$ cat config.mk
export PLATFORM = sky130hd
export DESIGN_NAME = extremum_finder
export DESIGN_NICKNAME = d
export VERILOG_FILES = /design/src/rtl/extremum_finder.sv
export SDC_FILE = /design/constraint.sdc
export NUM_CORES = 1
export LEC_CHECK = 0
export ABC_AREA = 1
export BUFFER_PORTS_ARGS = -buffer_cell sky130_fd_sc_hd__buf_2
export CAP_MARGIN = 20
export CORE_MARGIN = 2
export CORE_UTILIZATION = 49
export CTS_CLUSTER_SIZE = 10
export DETAILED_ROUTE_END_ITERATION = 6
export HOLD_SLACK_MARGIN = 0.03
export PLACE_DENSITY = 0.81
export SKIP_CTS_REPAIR_TIMING = 1
export SYNTH_ARGS = -nofsm -noshare
export SYNTH_HDL_FRONTEND = slang
export SYNTH_SLANG_ARGS = --single-unit
$ cat constraint.sdc
create_clock -name clk -period 1.6 [get_ports clk]
set_clock_uncertainty 0.1 [all_clocks]
set_input_delay 0.16 -clock clk [delete_from_list [all_inputs] [get_ports clk]]
set_output_delay 0.16 -clock clk [all_outputs]
set_load 0.01 [all_outputs]
$ cat src/rtl/extremum_finder.sv
// extremum_finder: scans an inclusive address range of a synchronous-read
// memory and reports the largest (mode=0) or smallest (mode=1) word, unsigned.
// The lowest address wins among equal extrema.
// Optional macro EXTREMUM_INDEX_EN: when defined, result_addr tracks the
// address of the extremum; when undefined, result_addr is tied to 0.
module extremum_finder #(
  parameter int DATA_W = 8,
  parameter int ADDR_W = 8
) (
  input  logic              clk,
  input  logic              reset_n,
  input  logic              start,
  input  logic              mode,
  input  logic [ADDR_W-1:0] base_addr,
  input  logic [ADDR_W-1:0] last_addr,
  output logic              mem_rd,
  output logic [ADDR_W-1:0] mem_addr,
  input  logic [DATA_W-1:0] mem_rdata,
  output logic              busy,
  output logic              done,
  output logic              err,
  output logic [DATA_W-1:0] result,
  output logic [ADDR_W-1:0] result_addr
);

  typedef enum logic [2:0] {
    IDLE = 3'd0,
    READ = 3'd1,
    LOAD = 3'd2,
    CMP  = 3'd3,
    NEXT = 3'd4,
    DONE = 3'd5
  } state_t;

  state_t            state;
  logic [ADDR_W-1:0] mar;
  logic [DATA_W-1:0] mdr;
  logic [ADDR_W-1:0] last_q;
  logic              mode_q;
  logic              first;
  logic              take;

  // The memory is always addressed by MAR, in every state.
  assign mem_addr = mar;

  // MDR replaces the running extremum on the first element, or when strictly
  // better; ties keep the earlier (lower) address.
  assign take = first || (mode_q ? (mdr < result) : (mdr > result));

  // Scan sequencer with registered outputs.
  // NOTE: sequential state uses non-blocking assignments so every register
  // samples the pre-edge values of the others, matching real flip-flops.
  always_ff @(posedge clk or negedge reset_n) begin
    if (!reset_n) begin
      state  <= IDLE;
      mar    <= '0;
      mdr    <= '0;
      last_q <= '0;
      mode_q <= 1'b0;
      first  <= 1'b0;
      result <= '0;
      busy   <= 1'b0;
      done   <= 1'b0;
      err    <= 1'b0;
      mem_rd <= 1'b0;
    end else begin
      // Strobes default low; only the branches that need them raise them.
      mem_rd <= 1'b0;
      done   <= 1'b0;
      case (state)
        IDLE: begin
          if (start) begin
            mode_q <= mode;
            last_q <= last_addr;
            mar    <= base_addr;
            first  <= 1'b1;
            if (last_addr >= base_addr) begin
              err    <= 1'b0;
              busy   <= 1'b1;
              mem_rd <= 1'b1;
              state  <= READ;
            end else begin
              err    <= 1'b1;
              result <= '0;
              done   <= 1'b1;
              state  <= DONE;
            end
          end
        end
        READ: state <= LOAD;
        LOAD: begin
          mdr   <= mem_rdata;
          state <= CMP;
        end
        CMP: begin
          if (take) begin
            result <= mdr;
            first  <= 1'b0;
          end
          state <= NEXT;
        end
        NEXT: begin
          // Compare before incrementing so MAR never passes last_addr and
          // a scan ending at the top of the map cannot wrap.
          if (mar == last_q) begin
            busy  <= 1'b0;
            done  <= 1'b1;
            state <= DONE;
          end else begin
            mar    <= mar + 1'b1;
            mem_rd <= 1'b1;
            state  <= READ;
          end
        end
        DONE: state <= IDLE;
        default: begin
          busy  <= 1'b0;
          state <= IDLE;
        end
      endcase
    end
  end

`ifdef EXTREMUM_INDEX_EN
  // Index register: follows every result update, cleared on a range error.
  always_ff @(posedge clk or negedge reset_n) begin
    if (!reset_n) begin
      result_addr <= '0;
    end else if (state == IDLE && start && last_addr < base_addr) begin
      result_addr <= '0;
    end else if (state == CMP && take) begin
      result_addr <= mar;
    end
  end
`else
  assign result_addr = '0;
`endif

endmodule

==> metrics.cfg <==
[cts]
cts_root_buffer = sky130_fd_sc_hd__clkbuf_8
cts_max_level = 2
clkSlewWorstSetupHoldPaths_ns = 0.09
cts_tree = done
clock_sink_count = 41
clock_insertion_delay_worst_skew_ns = 0.30
cts_buffers = 5
ctsLongestPathBuffers = 2

[detailed_routing]
detail_route.drc_violations = 0
routed_wire_length_per_instance_um = 13.6
num_vias = 2381
wl_um = 6520
drt-initial-drc-count = 135
drt-pass1-iter-count = 4
vias_per_cell = 4.95
final_antenna_net_count = 0

[power_and_ir_drop]
p_seq_share_pct = 28.2
power_report.internal_total_w = 0.00398
ir_worst_vdd_mv = 1.03
p_clk_share_pct = 14.4
p_comb_share_pct = 57.4
p_sw_share_pct = 42.3
total_switching_power_w = 0.00291
cellPowerDensity_nw_per_um2 = 1950
report.power.total_w = 0.00689
p_leak_nw = 1.89

[final_layout]
commonest_non_fill_non_tap_cell_in_the_layout = sky130_fd_sc_hd__nand2_1
fin_cells = 481
final_net_count = 455
layout.cells.most_common_list = sky130_fd_sc_hd__nand2_1, sky130_fd_sc_hd__buf_2, sky130_fd_sc_hd__buf_4, sky130_fd_sc_hd__dfrtp_1, sky130_fd_sc_hd__inv_1
diodes = 0
finish.instance_area_um2 = 3540
area_growth_pct = 38.2
drive_gt1_share_pct = 41.8

[yosys]
synth_area_um2 = 2560
top_post_synthesis_cells_by_area = sky130_fd_sc_hd__dfrtp_1, sky130_fd_sc_hd__nand2_1, sky130_fd_sc_hd__ha_1
synthesis.instances = 306
seq_total_area_yosys_pct = 40.1
yosysTopAreaCell = sky130_fd_sc_hd__dfrtp_1
synth_warnings = 0
register_bit_total_from_synthesis = 41
post_synth_num_cell_types = 32
synth_largest_type_area_fraction_pct = 40.1
synthesis.area_per_instance_um2 = 8.36

[floorplanning]
dieWidth_um = 76.3
die_area_um2 = 5820
floorplan.rows = 26
placeableCoreArea_um2 = 5070
die-height_um = 76.3
ios = 56
start_util_pct = 50.4

[critical_path]
timing.critical_path.fanout_max = 8
setup.worst_path.start = result[6]$_DFFE_PN0P_
timing.critical_path.required_ns = 1.70
worst_r2r_startpoint = result[6]$_DFFE_PN0P_
timing.setup.critical_path_class = reg -> reg
arrival_time_at_the_worst_endpoint_ns = 1.94
critical_path.startpoint_type = register
timing.critical_path.to_type = register
logic_depth_of_the_worst_register_to_register_path = 12

[timing]
timing.final.hold_violations = 0
fin_crit_sh_pct = 115
timing.final.ws_setup_ns = -0.240
setup_total_negative_slack_ns = -1.95
finalWorstPathRequiredPeriod_ns = 1.84
timing.fmax_mhz = 543
final-setup-viol-count = 9
setup_repair_after_global_routing_missed_its_margin = true
finalMaxSlewViolations = 0

[worst_hold_path]
holdCritStartpoint = last_addr[1]
whs_path_depth = 3
timing.hold.worst.class = in -> reg

[placed_design]
gpl.final_weighted_congestion = 0.820
post-dp-hpwl_um = 4620
dpl.cell_count = 454
placedInstanceArea_um2 = 3100
pre_cts_slack_ns = -0.249
buffer_ports.inserted = 47

[flow_run]
max_cap_violations = 0

[grt]
grt_antenna_before_repair = 0
wire_length_of_the_first_global_routing_pass_um = 9970
grt_total_ovfl = 0
grt_use_total_pct = 21.2
via_count_of_the_first_global_routing_pass = 2254
grt_start_max_net_pins = 21

[status]
failed_checks = setup timing
outcome = complete, but fails checks

-- sequential cells by signal (all words and copies together), names as in the netlist --
| register | flops |
|---|---|
| last_q | 8 |
| mdr | 8 |
| mem_addr | 8 |
| result | 8 |
| state | 3 |
| busy | 1 |
| done | 1 |
| err | 1 |
| first | 1 |
| mem_rd | 1 |
| mode_q | 1 |
-- cell type report --
type | count | area (µm²)
repair buffers | 104 | 706
clock buffers | 5 | 68.8
well taps | 70 | 87.6
inverters | 41 | 159
fillers | 383 | 1540
clock inverters | 3 | 65.1
flip-flops and latches | 41 | 1030
multi-input cells | 217 | 1420
-- per-stage QoR --
| stage | utilization, % | hold WS, ns |
|---|---|---|
| 6_report | 69.7 | 0.0105 |
| 5_1_grt | 69.7 | 0.0375 |
| 4_1_cts | 63.7 | -0.296 |
| 3_5_place_dp | 61.1 | 0.0234 |
| 3_3_place_gp | 61.1 | 0.0222 |
| 2_1_floorplan | - | -0.236 |
-- metal layers --
layer  up-vias  routed length [µm]  global-route usage [%]
met5         -                   0                       0
met4         0                 112                    7.27
met3        12                 217                    3.20
met2        64                3560                    39.6
met1      1141                2640                    24.5
li1       1164                   -                       -
-- worst max-delay path: stages, from the launching register on --
cell                      delay (ns)
sky130_fd_sc_hd__dfrtp_1        0.37
sky130_fd_sc_hd__inv_1          0.06
sky130_fd_sc_hd__ha_1           0.29
sky130_fd_sc_hd__nand2_2        0.11
sky130_fd_sc_hd__a21oi_2        0.05
sky130_fd_sc_hd__nor2_2         0.11
sky130_fd_sc_hd__nand2_1        0.07
sky130_fd_sc_hd__nand2_1        0.07
sky130_fd_sc_hd__nand2_2        0.07
sky130_fd_sc_hd__nand2_4        0.10
sky130_fd_sc_hd__nand3_4        0.15
sky130_fd_sc_hd__nand2_2        0.11
sky130_fd_sc_hd__nand2_1        0.06
-- final timing paths --
path | endpoint | slack (ns)
max in group asynchronous | mdr[4]$_DFFE_PN0P_ | 0.59
max | result[5]$_DFFE_PN0P_ | -0.24
max reg2reg | result[5]$_DFFE_PN0P_ | -0.24
min reg2reg | last_q[5]$_DFFE_PN0P_ | 0.40
min | last_q[1]$_DFFE_PN0P_ | 0.01
min in group asynchronous | mem_addr[6]$_DFFE_PN0P_ | 0.24
-- Yosys cell counts --
library cell               count
sky130_fd_sc_hd__nand2_1      96
sky130_fd_sc_hd__nor2_1       13
sky130_fd_sc_hd__nand2_2       4
sky130_fd_sc_hd__o21ai_1       1
sky130_fd_sc_hd__nor2_2        1
sky130_fd_sc_hd__o22ai_1       1
sky130_fd_sc_hd__conb_1        1
sky130_fd_sc_hd__inv_2         5
sky130_fd_sc_hd__xnor2_2       1
sky130_fd_sc_hd__o21ai_0       9
sky130_fd_sc_hd__nor2_4        4
sky130_fd_sc_hd__buf_8         1
sky130_fd_sc_hd__nand3_2       3
sky130_fd_sc_hd__a21o_1        2
sky130_fd_sc_hd__nand3_1       9
sky130_fd_sc_hd__buf_2         3
sky130_fd_sc_hd__o211ai_1      1
sky130_fd_sc_hd__nand3_4       1
sky130_fd_sc_hd__inv_1        34
sky130_fd_sc_hd__nand4_1      13
sky130_fd_sc_hd__a21oi_1       6
sky130_fd_sc_hd__xnor2_1       8
sky130_fd_sc_hd__ha_1         17
sky130_fd_sc_hd__nand2_4       4
sky130_fd_sc_hd__inv_4         2
sky130_fd_sc_hd__buf_4         9
sky130_fd_sc_hd__mux2_2        8
sky130_fd_sc_hd__a31oi_1       1
sky130_fd_sc_hd__xor2_1        1
sky130_fd_sc_hd__dfrtp_1      41
sky130_fd_sc_hd__buf_6         1
sky130_fd_sc_hd__o21ai_2       5
-- cells by family after synthesis --
family,after synthesis,share of synthesized area (%)
buffers and inverters,55,10.5
other,1,0.147
xor gates and xnor gates,10,3.72
DFF,41,40.1
adders and majority gates,17,8.31
and+or+nand+nor,148,27.5
AOI/OAI and AO/OA,26,6.21
muxes,8,3.52
-- power groups by stage --
| stage | clock network (W) | logic, W | registers, W |
|---|---|---|---|
| floorplan | 0 | 0.00216 | 0.00196 |
| global placement | 0 | 0.00324 | 0.00188 |
| detailed placement | 0 | 0.00338 | 0.00191 |
| CTS | 0.00100 | 0.00340 | 0.00190 |
| global route | 0.00104 | 0.00437 | 0.00200 |
| finish | 0.000992 | 0.00395 | 0.00195 |
No activity file was read; power rests on OpenSTA's default activity.
